**config.mk**
```make
export PLATFORM = sky130hd
export DESIGN_NAME = bf_exec_ctrl
export DESIGN_NICKNAME = d
export VERILOG_FILES = /design/src/rtl/bf_pkg.sv /design/src/rtl/bf_loop_stack.sv /design/src/rtl/bf_exec_ctrl.sv
export SDC_FILE = /design/constraint.sdc
export NUM_CORES = 1
export LEC_CHECK = 0
export ABC_AREA = 1
export CORE_MARGIN = 5
export CORE_UTILIZATION = 55
export CTS_CLUSTER_SIZE = 28
export DETAILED_ROUTE_END_ITERATION = 7
export DONT_BUFFER_PORTS = 1
export GPL_ROUTABILITY_DRIVEN = 0
export MAX_ROUTING_LAYER = met4
export PLACE_DENSITY = 0.69
export SLEW_MARGIN = 20
export SYNTH_ARGS = -nofsm -noshare
export SYNTH_HDL_FRONTEND = slang
export SYNTH_SLANG_ARGS = --single-unit
```
**constraint.sdc**
```tcl
create_clock -name clk -period 4.1 [get_ports clk]
set_input_delay 1.025 -clock clk [delete_from_list [all_inputs] [get_ports clk]]
set_output_delay 1.025 -clock clk [all_outputs]
set_load 0.03 [all_outputs]
```
**src/rtl/bf_pkg.sv**
```systemverilog
// Shared opcodes, error codes and controller state encoding for the Brainfuck execution core.
package bf_pkg;
    localparam logic [3:0] OP_LT   = 4'h0;
    localparam logic [3:0] OP_GT   = 4'h1;
    localparam logic [3:0] OP_INC  = 4'h2;
    localparam logic [3:0] OP_DEC  = 4'h3;
    localparam logic [3:0] OP_LOOP = 4'h4;
    localparam logic [3:0] OP_END  = 4'h5;
    localparam logic [3:0] OP_OUT  = 4'h6;
    localparam logic [3:0] OP_IN   = 4'h7;
    localparam logic [3:0] OP_STOP = 4'hF;

    localparam logic [1:0] ERR_NONE = 2'd0;
    localparam logic [1:0] ERR_OVF  = 2'd1;
    localparam logic [1:0] ERR_UNF  = 2'd2;
    localparam logic [1:0] ERR_ILL  = 2'd3;

    typedef logic [3:0] state_t;
    localparam state_t ST_IDLE   = 4'd0;
    localparam state_t ST_CLEAR  = 4'd1;
    localparam state_t ST_FETCH  = 4'd2;
    localparam state_t ST_DECODE = 4'd3;
    localparam state_t ST_SCAN_A = 4'd4;
    localparam state_t ST_SCAN_D = 4'd5;
    localparam state_t ST_OUT    = 4'd6;
    localparam state_t ST_IN     = 4'd7;
    localparam state_t ST_HALT   = 4'd8;
    localparam state_t ST_ERROR  = 4'd9;
endpackage

```
**src/rtl/bf_loop_stack.sv**
```systemverilog
// Loop-return stack: holds the pc of each open '[' so ']' can jump back without searching.
module bf_loop_stack
    import bf_pkg::*;
#(
    parameter int W     = 8,
    parameter int DEPTH = 16
) (
    input  logic         clk,
    input  logic         reset,
    input  logic         clear,
    input  logic         push,
    input  logic         pop,
    input  logic [W-1:0] push_data,
    output logic [W-1:0] top,
    output logic         full,
    output logic         empty
);
    localparam int SP_W = $clog2(DEPTH + 1);
    localparam int IX_W = (DEPTH > 1) ? $clog2(DEPTH) : 1;

    logic [W-1:0]    mem [DEPTH];
    logic [SP_W-1:0] sp;

    assign full  = (sp == SP_W'(DEPTH));
    assign empty = (sp == '0);
    assign top   = mem[IX_W'(sp - 1'b1)];

    always_ff @(posedge clk) begin
        if (push && !full)
            mem[IX_W'(sp)] <= push_data;
    end

    // Pushes when full and pops when empty are dropped so sp stays in 0..DEPTH.
    always_ff @(posedge clk) begin
        if (reset || clear)
            sp <= '0;
        else if (push && !full)
            sp <= sp + 1'b1;
        else if (pop && !empty)
            sp <= sp - 1'b1;
    end
endmodule

```
**src/rtl/bf_exec_ctrl.sv**
```systemverilog
// Brainfuck execution controller: FSM owning pc, dp, scan depth and RAM-clear counter,
// driving program ROM / data RAM and the input/output byte streams.
module bf_exec_ctrl
    import bf_pkg::*;
#(
    parameter int PC_W        = 8,
    parameter int DP_W        = 8,
    parameter int CELL_W      = 8,
    parameter int LOOP_DEPTH  = 16,
    parameter int CLEAR_ON_GO = 1
) (
    input  logic              clk,
    input  logic              reset,
    input  logic              go,
    output logic [PC_W-1:0]   prog_addr,
    input  logic [3:0]        prog_data,
    output logic [DP_W-1:0]   data_addr,
    input  logic [CELL_W-1:0] data_rdata,
    output logic [CELL_W-1:0] data_wdata,
    output logic              data_we,
    input  logic              in_valid,
    input  logic [CELL_W-1:0] in_data,
    output logic              in_ready,
    output logic              out_valid,
    output logic [CELL_W-1:0] out_data,
    input  logic              out_ready,
    output logic              busy,
    output logic              halted,
    output logic              err,
    output logic [1:0]        err_code
);
    state_t            state, state_n;
    logic [PC_W-1:0]   pc, pc_n, pc_inc, scan, scan_n;
    logic [DP_W-1:0]   dp, dp_n, clr, clr_n;
    logic [CELL_W-1:0] out_n;
    logic [1:0]        err_n;
    logic              push, pop, stk_clear, stk_full, stk_empty;
    logic [PC_W-1:0]   stk_top;

    bf_loop_stack #(.W(PC_W), .DEPTH(LOOP_DEPTH)) u_stack (
        .clk       (clk),
        .reset     (reset),
        .clear     (stk_clear),
        .push      (push),
        .pop       (pop),
        .push_data (pc),
        .top       (stk_top),
        .full      (stk_full),
        .empty     (stk_empty)
    );

    // pc is held across address and decode cycles, so the ROM sees it directly.
    assign pc_inc    = pc + 1'b1;
    assign prog_addr = pc;
    assign data_addr = (state == ST_CLEAR) ? clr : dp;
    assign out_valid = (state == ST_OUT);
    assign in_ready  = (state == ST_IN);
    assign halted    = (state == ST_HALT);
    assign err       = (state == ST_ERROR);
    assign busy      = !(state inside {ST_IDLE, ST_HALT, ST_ERROR});

    always_ff @(posedge clk) begin
        if (reset) begin
            state    <= ST_IDLE;
            pc       <= '0;
            dp       <= '0;
            scan     <= '0;
            clr      <= '0;
            out_data <= '0;
            err_code <= ERR_NONE;
        end else begin
            state    <= state_n;
            pc       <= pc_n;
            dp       <= dp_n;
            scan     <= scan_n;
            clr      <= clr_n;
            out_data <= out_n;
            err_code <= err_n;
        end
    end

    always_comb begin
        state_n    = state;
        pc_n       = pc;
        dp_n       = dp;
        scan_n     = scan;
        clr_n      = clr;
        out_n      = out_data;
        err_n      = err_code;
        data_we    = 1'b0;
        data_wdata = '0;
        push       = 1'b0;
        pop        = 1'b0;
        stk_clear  = 1'b0;
        case (state)
            ST_IDLE: if (go) state_n = (CLEAR_ON_GO != 0) ? ST_CLEAR : ST_FETCH;
            ST_CLEAR: begin
                data_we = 1'b1;
                clr_n   = clr + 1'b1;
                if (clr == {DP_W{1'b1}}) state_n = ST_FETCH;
            end
            ST_FETCH: state_n = ST_DECODE;
            ST_DECODE: begin
                state_n = ST_FETCH;
                pc_n    = pc_inc;
                case (prog_data)
                    OP_LT: dp_n = dp - 1'b1;
                    OP_GT: dp_n = dp + 1'b1;
                    OP_INC: begin
                        data_we    = 1'b1;
                        data_wdata = data_rdata + 1'b1;
                    end
                    OP_DEC: begin
                        data_we    = 1'b1;
                        data_wdata = data_rdata - 1'b1;
                    end
                    OP_LOOP: begin
                        if (data_rdata == '0) begin
                            scan_n  = PC_W'(1);
                            state_n = ST_SCAN_A;
                        end else if (stk_full) begin
                            pc_n    = pc;
                            err_n   = ERR_OVF;
                            state_n = ST_ERROR;
                        end else begin
                            push = 1'b1;
                        end
                    end
                    // Empty-stack check wins over the cell value.
                    OP_END: begin
                        if (stk_empty) begin
                            pc_n    = pc;
                            err_n   = ERR_UNF;
                            state_n = ST_ERROR;
                        end else if (data_rdata != '0) begin
                            pc_n = stk_top + 1'b1;
                        end else begin
                            pop = 1'b1;
                        end
                    end
                    OP_OUT: begin
                        pc_n    = pc;
                        out_n   = data_rdata;
                        state_n = ST_OUT;
                    end
                    OP_IN: begin
                        pc_n    = pc;
                        state_n = ST_IN;
                    end
                    OP_STOP: begin
                        pc_n    = pc;
                        state_n = ST_HALT;
                    end
                    default: begin
                        pc_n    = pc;
                        err_n   = ERR_ILL;
                        state_n = ST_ERROR;
                    end
                endcase
            end
            ST_SCAN_A: state_n = ST_SCAN_D;
            ST_SCAN_D: begin
                pc_n    = pc_inc;
                state_n = ST_SCAN_A;
                if (prog_data == OP_LOOP) begin
                    scan_n = scan + 1'b1;
                end else if (prog_data == OP_END) begin
                    scan_n = scan - 1'b1;
                    if (scan == PC_W'(1)) state_n = ST_FETCH;
                end
            end
            ST_OUT: if (out_ready) begin
                pc_n    = pc_inc;
                state_n = ST_FETCH;
            end
            ST_IN: if (in_valid) begin
                data_we    = 1'b1;
                data_wdata = in_data;
                pc_n       = pc_inc;
                state_n    = ST_FETCH;
            end
            // Leaving ERROR rewinds the machine so the next go restarts the program.
            ST_ERROR: if (go) begin
                err_n     = ERR_NONE;
                pc_n      = '0;
                dp_n      = '0;
                scan_n    = '0;
                stk_clear = 1'b1;
                state_n   = ST_IDLE;
            end
            default: ;
        endcase
    end
endmodule

```
After elaboration in Yosys (flattened, before gate mapping)
Memories as Yosys holds them, arrays and structs flattened.
Index checks and enable logic that the tools add are counted.
Widths: inputs -> output; s select.
{"block": "word_totals", "word_cells": 138, "regBits": 51, "in_bits": 25, "memories": 1, "output_inout_bits": 40, "ram_bits": 128}
{"block": "op_classes", "n_mux": 56, "reduce_logical": 26, "add_sub_neg": 11, "eq_ne": 36}
{"memory": "u_stack.mem", "words": 16, "width": 8, "read_ports": 1, "rd_clocked_by_memory_dff": 0, "write_ports": 1, "line": "bf_loop_stack.sv:21", "rtl": "logic [W-1:0] mem [DEPTH];"}
{"cell": "$mux 8", "n": 13}
{"cell": "$pmux 8 s2", "n": 4}
{"cell": "$add 8x1->8 const B", "n": 6}
{"cell": "$pmux 8 s3", "n": 2}
{"cell": "$pmux 8 s5", "n": 1}
{"cell": "$pmux 4 s9", "n": 1}
{"cell": "$eq 4x3->1 const B", "n": 8}
{"cell": "$mux 4", "n": 8}
{"cell": "$pmux 4 s6", "n": 1}
{"cell": "$sub 8x1->8 const B", "n": 3}
{"cell": "$eq 4x2->1 const B", "n": 4}
{"cell": "$mux 1", "n": 14}
{"cell": "$eq 4x4->1 const B", "n": 3}
{"cell": "$ne 2x2->1 const B", "n": 6}
{"cell": "$reduce_and 6->1", "n": 2}
{"cell": "$mux 5", "n": 2}
{"cell": "$mux 3", "n": 3}
{"cell": "$ne 3x3->1 const B", "n": 3}
{"cell": "$reduce_bool 9->1", "n": 1}
{"cell": "$eq 4x1->1 const B", "n": 2}
{"cell": "$eq 8x1->1 const B", "n": 1}
{"cell": "$eq 8x8->1 const B", "n": 1}
{"cell": "$logic_not 4->1", "n": 2}
{"cell": "$logic_not 8->1", "n": 1}
{"cell": "other kinds (26)", "n": 37}

Logic depth before layout (Yosys ltp)
Gate-level depths: netlist of run 1.
{"block": "depth", "depth_word": 8, "ltp_mapped": 21, "mapped_depth_nobuf": 19}

Modules after synthesis
Synthesis of run 1 repeated with hierarchy kept, for this count alone.
{"block": "unflattened", "hier_cells": 1134, "hier_area_um2": 9560.4}
{"mod": "bf_loop_stack", "cells_each": 481, "instances": 1, "area_each_um2": 5630.4, "seq_area_each_um2": 3943.8}
{"mod": "bf_exec_ctrl", "cells_each": 653, "instances": 1, "area_each_um2": 3930.0, "seq_area_each_um2": 920.9}

Worst setup path after synthesis of run 1
OpenSTA, ideal clock, no wires.
{"block": "synth_timing", "path_type": "input-to-output", "from": "input prog_data[2]", "to": "output data_wdata[4]", "n_path_buf": 0, "required_ns": 3.075, "path_stages": 14, "t_arrival_ns": 2.810, "slack_ns": 0.265, "path_cell_list": "nor2_1 nand2_2 inv_2 nand2_1 nand2_1 inv_1 ha_1 inv_1 nand2_1 nand2_1 o21ai_1 inv_1 nor2_1 o31ai_1"}
{"block": "synth_between", "elab_chain_len": 3, "elab_cells_between_ends": 4, "cone_classes": "eq/ne (2); mux (2)"}
{"item": "start: declaration", "line": "bf_exec_ctrl.sv:16", "rtl": "input logic [3:0] prog_data,"}
{"item": "$eq 4x2->1", "line": "bf_exec_ctrl.sv:106", "rtl": "case (prog_data)"}
{"item": "$pmux 8 s2 *", "line": "bf_exec_ctrl.sv:106"}
{"item": "$pmux 8 s2 *", "line": "bf_exec_ctrl.sv:95", "rtl": "case (state)"}
{"item": "end: declaration", "line": "bf_exec_ctrl.sv:19", "rtl": "output logic [CELL_W-1:0] data_wdata,"}
Every way passes the cells marked *; elsewhere a longest branch is shown, timed or not.

Final worst setup path of run 1
{"block": "layout_timing", "from": "input prog_data[2]", "to": "output data_wdata[6]"}
Same word-level chain as after synthesis.

==> metrics.cfg, run 1 <==
[clock_tree]
tritoncts_clock_tree = built
clock-root-buffer = sky130_fd_sc_hd__clkbuf_16
cts-buffers-inserted = 17
post_cts.repair.setup_buffers = 0
insertion_delay_ps = 430
clock-sinks = 179
htree_num_levels = 4
clk_path_buf_depth = 2
path_clk_slew_ps = 70

[min_path]
min_path_type = reg -> reg

[synth]
yosys.area_share.adder_pct = 2.89
synth.mux.area_fraction_pct = 0
synth_compound_gate_area_share_pct = 9.33
synthXorXnorAreaFrac_pct = 2.03
synthesis.instances = 1112
synth_top_family_by_area = simple AND/OR/NAND/NOR gates
synth_area_leaders = sky130_fd_sc_hd__edfxtp_1 41%, sky130_fd_sc_hd__dfxtp_1 11%, sky130_fd_sc_hd__nand2_1 11%, sky130_fd_sc_hd__inv_1 5.6%, sky130_fd_sc_hd__nand3_1 5.6%
synth_largest_type_area_fraction_pct = 41.1
count_of_flip_flops_with_a_built_in_enable_after_synthesis = 128
synth_top_area_cell = sky130_fd_sc_hd__edfxtp_1
synth.cell_area_um2 = 9350
commonest_register_cell_after_synthesis = sky130_fd_sc_hd__edfxtp_1
async_flop_share_pct = 0
synth-seq-cells = 179
synth.yosys.seq_area_share_pct = 52.0
syn_avg_cell_area_um2 = 8.41
synth.distinct_cells = 49
synth_warnings = 0
synth_fp_nets = 1158
synth_simple_gate_area_share_pct = 25.2

[worst_setup_path]
max_stage_delay_ps = 170
critPathTopFamily = simple AND/OR/NAND/NOR gates
crit_type = in -> out
critical_path.max_fanout = 8
worst_ep_arrival_time_ps = 2740
crit_top_cell = sky130_fd_sc_hd__nand2_1
endpoint_kind = output pin
worst-endpoint-required_ps = 3070
cp-start-kind = primary input
buffers_and_inverters_on_the_worst_path = 5
crit_slowest_cell = sky130_fd_sc_hd__ha_1
critical_path.cell_chain = nor2_1 > nand2_2 > inv_4 > nand2_1 > nand2_1 > inv_1 > ha_1 > inv_1 > nand2_1 > nand2_1 > o21ai_1 > inv_1 > nor2_1 > o21ai_1 > nand2_1 > nand2_1 > nand2_1 > o21ai_1 > buf_4

[floorplanning]
floorplan.die_area_um2 = 19700
initial_core_util_pct = 56.2
pin_count = 65
die_height_um = 140
num_rows = 47
die_w_um = 140
core_um2 = 16600

[drt]
post_detailed_route_drc_marker_count = 0
detail_route.iter0.violations = 588
route.vias.total = 7438
wl_per_cell_um = 15.8
final_antenna_net_count = 0
totalWireLength_um = 21700
vias_per_cell = 5.43
first_pass_iters = 5

[sta]
report.final.slew_viol_count = 0
timing.clock.skew_ps = 9.61
max_freq_mhz = 266
finalCritPeriodShare_pct = 91.7
grt_setup_unrepaired = false
postLayoutSetupSlackWorst_ps = 339
min_period_ps = 3760
final-setup-viol-count = 0
max_slew.worst_pin.slew_ps = 965
relSlewSlack_pct = 35.0
timing.setup.tns_ps = 0
hold_violations = 0

[cells_and_area]
syn_to_final_growth_pct = 9.93
share_of_cells_above_drive_strength_1_pct = 10.3
antenna_cells_inserted = 0
final.fill_count = 1444
final_nets = 1185

[power]
power_density_nw_per_um2 = 409
power.static_leakage_nw = 4.36
total_power_mw = 4.20
vdd.ir_drop.worst_uv = 323

[global_routing]
grt_pass1_vias = 6884
globalRouteOverflowTotal = 0
number_of_antenna_violations_at_the_first_check_in_global_routing = 0
grt_pass1_wl_um = 34600
largest_net_degree_at_the_start_of_global_routing = 70
track_usage_pct = 22.8

[placement]
detailedPlace.worstSlack_ps = 302
buffer_ports.inserted = 0
dp_hpwl_um = 14900

[run_status]
outcome = finished clean

[job]
maxCapViolCount = 0

==> tightest hold or removal path: stages (launching register included) <==
cell,delay [ps]
sky130_fd_sc_hd__dfxtp_1,320
sky130_fd_sc_hd__inv_1,60
sky130_fd_sc_hd__a21oi_1,60
==> per-layer routing <==
| layer | part of all wire [%] | global-route usage, % |
|---|---|---|
| met2 | 47 | 35.5 |
| met3 | 7.6 | 4.43 |
| met4 | 2.1 | 7.85 |
| met5 | 0 | - |
| met1 | 43 | 30.1 |
==> cells by family after synthesis <==
logic type,count (synthesis)
xor+xnor,20
flops,179
simple gates,550
buf+inv,186
fa+ha+maj,21
compound gates,156
==> cell usage after synthesis (6+ instances only) <==
| cell | number |
|---|---|
| sky130_fd_sc_hd__a21oi_1 | 48 |
| sky130_fd_sc_hd__buf_2 | 15 |
| sky130_fd_sc_hd__buf_6 | 10 |
| sky130_fd_sc_hd__clkbuf_1 | 6 |
| sky130_fd_sc_hd__dfxtp_1 | 51 |
| sky130_fd_sc_hd__edfxtp_1 | 128 |
| sky130_fd_sc_hd__ha_1 | 20 |
| sky130_fd_sc_hd__inv_1 | 139 |
| sky130_fd_sc_hd__inv_2 | 13 |
| sky130_fd_sc_hd__nand2_1 | 271 |
| sky130_fd_sc_hd__nand2_2 | 12 |
| sky130_fd_sc_hd__nand3_1 | 104 |
| sky130_fd_sc_hd__nor2_1 | 115 |
| sky130_fd_sc_hd__nor2_2 | 7 |
| sky130_fd_sc_hd__nor3_1 | 21 |
| sky130_fd_sc_hd__o211ai_1 | 10 |
| sky130_fd_sc_hd__o21ai_0 | 56 |
| sky130_fd_sc_hd__o21ai_1 | 23 |
| sky130_fd_sc_hd__xor2_1 | 14 |
==> final cells by class <==
type	instances	area (um^2)	area share (%)
Inverter	154	583	5.67
Clock inverter	13	138	1.34
Tap cell	220	275	2.68
Multi-Input combinational cell	747	3690	35.9
Clock buffer	18	429	4.18
Timing Repair Buffer	40	300	2.92
Sequential cell	179	4870	47.3
==> final timing paths <==
kind                              start                         to  slack, ps  cells after the start
max                        prog_data[2]              data_wdata[6]        340                     19
min                 clr[6]$_SDFFE_PP0P_        clr[6]$_SDFFE_PP0P_        480                      2
max reg2reg  u_stack.sp[1]$_SDFFE_PP0P_  prog_addr[6]$_SDFFE_PP0P_       1190                     15
min reg2reg         clr[6]$_SDFFE_PP0P_        clr[6]$_SDFFE_PP0P_        480                      2
==> layout by cell type, fill, tap and decap left out, types with 3 or more instances in the layout <==
cell                           n
sky130_fd_sc_hd__o21ai_1      23
sky130_fd_sc_hd__clkinv_4      3
sky130_fd_sc_hd__a21oi_2       3
sky130_fd_sc_hd__xor2_1       14
sky130_fd_sc_hd__edfxtp_1    128
sky130_fd_sc_hd__dfxtp_1      50
sky130_fd_sc_hd__clkinvlp_4    3
sky130_fd_sc_hd__xnor2_1       4
sky130_fd_sc_hd__nor2_1      115
sky130_fd_sc_hd__nand2_2      12
sky130_fd_sc_hd__o21ai_0      56
sky130_fd_sc_hd__o211ai_1     10
sky130_fd_sc_hd__o21a_1        3
sky130_fd_sc_hd__nor2_2        7
sky130_fd_sc_hd__inv_2        12
sky130_fd_sc_hd__nand2_1     271
sky130_fd_sc_hd__inv_1       139
sky130_fd_sc_hd__nor4_1        4
sky130_fd_sc_hd__a21oi_1      48
sky130_fd_sc_hd__or2_2         3
sky130_fd_sc_hd__clkbuf_16    17
sky130_fd_sc_hd__nand4_1       4
sky130_fd_sc_hd__nor3_1       21
sky130_fd_sc_hd__nand3_1     104
sky130_fd_sc_hd__ha_1         20
sky130_fd_sc_hd__buf_4        40
==> what timing repair did <==
| action | CTS | global route |
|---|---|---|
| hold buffers | 0 | 0 |
| endpoints found under the setup margin | 0 | 1 |
| hold endpoints to repair | 0 | 0 |
| resized for setup | 0 | 1 |
==> sequential cells by signal, indices dropped and copies added, names as in the netlist <==
register	count
state	4
out_data	8
scan	8
clr	8
u_stack.mem	128
err_code	2
prog_addr	8
dp	8
u_stack.sp	5
==> through the flow <==
stage	cell area [um^2]	cells	util, %	hold slack (ps)
3_5_place_dp	9710	1340	58.3	468
3_3_place_gp	9710	1340	58.3	463
4_1_cts	10300	1371	61.7	484
2_1_floorplan	9350	1112	-	443
6_report	10300	1371	61.8	485
5_1_grt	10300	1371	61.8	516
==> power breakdown <==
part | total (mW) | leakage [nW] | internal [mW] | switching (mW)
clock | 1.56 | 0.264 | 0.892 | 0.673
sequential | 2.12 | 1.60 | 2.02 | 0.0964
combinational | 0.521 | 2.50 | 0.144 | 0.377
No activity file was read; power rests on OpenSTA's default activity.
==> run 2, diff against run 1 <==
--- a/config.mk
+++ b/config.mk
@@ -11,7 +11,6 @@
 export CTS_CLUSTER_SIZE = 28
 export DETAILED_ROUTE_END_ITERATION = 7
 export DONT_BUFFER_PORTS = 1
-export GPL_ROUTABILITY_DRIVEN = 0
 export MAX_ROUTING_LAYER = met4
 export PLACE_DENSITY = 0.69
 export SLEW_MARGIN = 20
==> constraint.sdc (replaced) <==
create_clock -name clk -period 3.5 [get_ports clk]
set_input_delay 0.875 -clock clk [delete_from_list [all_inputs] [get_ports clk]]
set_output_delay 0.875 -clock clk [all_outputs]
set_load 0.03 [all_outputs]
==> metrics.cfg, run 2 (synthesis gave the netlist of run 1 again) <==
[floorplanning]
num_rows = 47  ; unchanged
core_um2 = 16600  ; unchanged
pin_count = 65  ; unchanged
die_height_um = 140  ; unchanged
die_w_um = 140  ; unchanged
initial_core_util_pct = 56.2  ; unchanged
floorplan.die_area_um2 = 19700  ; unchanged

[drt]
totalWireLength_um = 21700  ; about the same
detail_route.iter0.violations = 644  ; was 588
wl_per_cell_um = 15.7  ; was 15.8 um
vias_per_cell = 5.38  ; was 5.43
first_pass_iters = 5  ; unchanged
final_antenna_net_count = 0  ; unchanged
route.vias.total = 7416  ; was 7438
post_detailed_route_drc_marker_count = 0  ; unchanged

[worst_setup_path]
cp-start-kind = primary input  ; unchanged
critical_path.max_fanout = 4  ; was 8
crit_top_cell = sky130_fd_sc_hd__nand2_1  ; unchanged
crit_type = in -> out  ; unchanged
worst_r2r_path_depth = 14  ; was 15
worstSetupStartpoint = prog_data[2]  ; unchanged
buffers_and_inverters_on_the_worst_path = 5  ; unchanged
destination_of_the_worst_register_to_register_timing_path = prog_addr[6]$_SDFFE_PP0P_  ; unchanged
crit_slowest_cell = sky130_fd_sc_hd__ha_1  ; unchanged
critical_path.cell_chain = nor2_2 > nand2_2 > inv_2 > nand2_1 > nand2_1 > inv_1 > ha_1 > inv_1 > nand2_1 > nand2_1 > o21ai_2 > inv_1 > nor2_2 > o21ai_1 > nand2_1 > nand2_1 > nand2_1 > o21ai_2 > buf_6  ; was nor2_1 > nand2_2 > inv_4 > nand2_1 > nand2_1 > inv_1 > ha_1 > inv_1 > nand2_1 > nand2_1 > o21ai_1 > inv_1 > nor2_1 > o21ai_1 > nand2_1 > nand2_1 > nand2_1 > o21ai_1 > buf_4
setup.reg_to_reg.worst_slack_ps = 570  ; was 1190 ps
regToRegStartpoint = u_stack.sp[1]$_SDFFE_PP0P_  ; unchanged
worst_ep_arrival_time_ps = 2430  ; was 2740 ps
critPathTopFamily = simple AND/OR/NAND/NOR gates  ; unchanged
endpoint_kind = output pin  ; unchanged
max_stage_delay_ps = 170  ; about the same
worst-endpoint-required_ps = 2620  ; was 3070 ps

[sta]
hold_violations = 0  ; unchanged
finalCritPeriodShare_pct = 94.5
report.final.slew_viol_count = 0  ; unchanged
final-setup-viol-count = 0  ; unchanged
relSlewSlack_pct = 32.1  ; was 35.0%
max_slew.worst_pin.slew_ps = 1020  ; was 965 ps
min_period_ps = 3310
timing.setup.tns_ps = 0  ; unchanged
grt_setup_unrepaired = false  ; unchanged
max_freq_mhz = 302
timing.clock.skew_ps = 11.5  ; was 9.61 ps

[global_routing]
largest_net_degree_at_the_start_of_global_routing = 70  ; unchanged
globalRouteOverflowTotal = 0  ; unchanged
track_usage_pct = 23.0  ; was 22.8%
number_of_antenna_violations_at_the_first_check_in_global_routing = 0  ; unchanged
grt_pass1_wl_um = 35000  ; was 34600 um
grt_pass1_vias = 6783  ; was 6884

[min_path]
hold_path_depth = 2  ; unchanged
timing.hold.worst.start = clr[6]$_SDFFE_PP0P_  ; unchanged
timing.hold.worst_endpoint = clr[6]$_SDFFE_PP0P_  ; unchanged
min_path_type = reg -> reg  ; unchanged

[clock_tree]
tritoncts_clock_tree = built  ; unchanged
clk_path_buf_depth = 2  ; unchanged
htree_num_levels = 4  ; unchanged
clock-root-buffer = sky130_fd_sc_hd__clkbuf_16  ; unchanged
path_clk_slew_ps = 70  ; about the same
clock-sinks = 179  ; unchanged
cts-buffers-inserted = 17  ; unchanged
insertion_delay_ps = 440  ; was 430 ps
cts_hold_buffers = 0  ; unchanged

[power]
power.switching_mw = 1.35  ; was 1.15 mW
pwr-share-comb_pct = 12.6  ; was 12.4%
seq_power_share_pct = 49.3  ; was 50.4%
clkPwrFrac_pct = 38.1  ; was 37.2%
power_density_nw_per_um2 = 482  ; was 409 nW/um^2
vdd.ir_drop.worst_uv = 366  ; was 323 uV
power.switching_fraction_pct = 26.9  ; was 27.3%
internal_power_mw = 3.66  ; was 3.06 mW
total_power_mw = 5.01  ; was 4.20 mW
power.static_leakage_nw = 4.43  ; was 4.36 nW

[cells_and_area]
most-common-layout-cells = 270 x sky130_fd_sc_hd__nand2_1, 139 x sky130_fd_sc_hd__inv_1, 128 x sky130_fd_sc_hd__edfxtp_1, 113 x sky130_fd_sc_hd__nor2_1, 104 x sky130_fd_sc_hd__nand3_1  ; was 271 x sky130_fd_sc_hd__nand2_1, 139 x sky130_fd_sc_hd__inv_1, 128 x sky130_fd_sc_hd__edfxtp_1, 115 x sky130_fd_sc_hd__nor2_1, 104 x sky130_fd_sc_hd__nand3_1
max_flop_register = u_stack.mem  ; unchanged
syn_to_final_growth_pct = 11.1  ; was 9.93%
final_nets = 1192  ; was 1185
share_of_cells_above_drive_strength_1_pct = 11.2  ; was 10.3%
layout_commonest_cell = sky130_fd_sc_hd__nand2_1  ; unchanged
antenna_cells_inserted = 0  ; unchanged
largest_register_ffs = 128  ; unchanged
final.fill_count = 1471  ; was 1444

[run_status]
outcome = finished clean  ; unchanged

[placement]
place_congestion = 0.912
buffer_ports.inserted = 0  ; unchanged
dp_hpwl_um = 14700  ; was 14900 um

[job]
maxCapViolCount = 0  ; unchanged

==> run 2: repair_timing <==
item                                    in CTS  in global routing
setup buffers                                0                  1
resized for setup                            0                  5
endpoints found under the setup margin       0                  2
==> run 2: power by group through the flow <==
stage	Sequential, mW	Combinational [mW]	Clock (mW)
3_3_place_gp	2.51	0.619	0
6_report	2.47	0.630	1.91
2_1_floorplan	2.53	0.430	0
4_1_cts	2.47	0.630	1.93
5_1_grt	2.48	0.711	2.04
3_5_place_dp	2.51	0.627	0
==> run 2: worst max path at each step <==
stage / end / slack, ps / cells past startpoint
after global routing: data_wdata[6] / 20 / 19
after floorplan: data_wdata[6] / 120 / 18
after detailed placement: data_wdata[6] / 80 / 19
after CTS: data_wdata[6] / 70 / 19
final: data_wdata[6] / 190 / 19
after global placement: data_wdata[6] / 120 / 17
==> run 2: area by class of cell <==
class	count	area (um^2)	area share, %
Clock buffer	17	425	4.10
Clock inverter	15	165	1.59
Inverter	154	581	5.59
Multi-Input combinational cell	747	3710	35.7
Sequential cell	179	4870	46.8
Tap cell	220	275	2.65
Timing Repair Buffer	47	369	3.55
==> run 2: worst min-delay path: stages, from the launching register on <==
cell and delay [ps]:
sky130_fd_sc_hd__dfxtp_1 320, sky130_fd_sc_hd__inv_1 60, sky130_fd_sc_hd__a21oi_1 60
==> run 2: metal layers <==
layer,up-vias,global-route usage (%),part of all wire [%]
met1,3374,30.8,44
met3,35,4.91,7.8
met4,0,6.83,2.1
met5,-,-,0
li1,3736,-,-
met2,271,35.4,46
==> run 2: metrics by stage <==
stage               instance area, um^2  instances  worst slack, ps  hold WS, ps  utilization (%)
floorplan                          9360       1112              123          443                -
global placement                   9770       1346              118          461             58.7
finish                            10400       1379              194          476             62.4
global route                      10400       1379             16.4          485             62.4
detailed placement                 9770       1346             80.0          469             58.7
CTS                               10400       1378             74.5          479             62.3
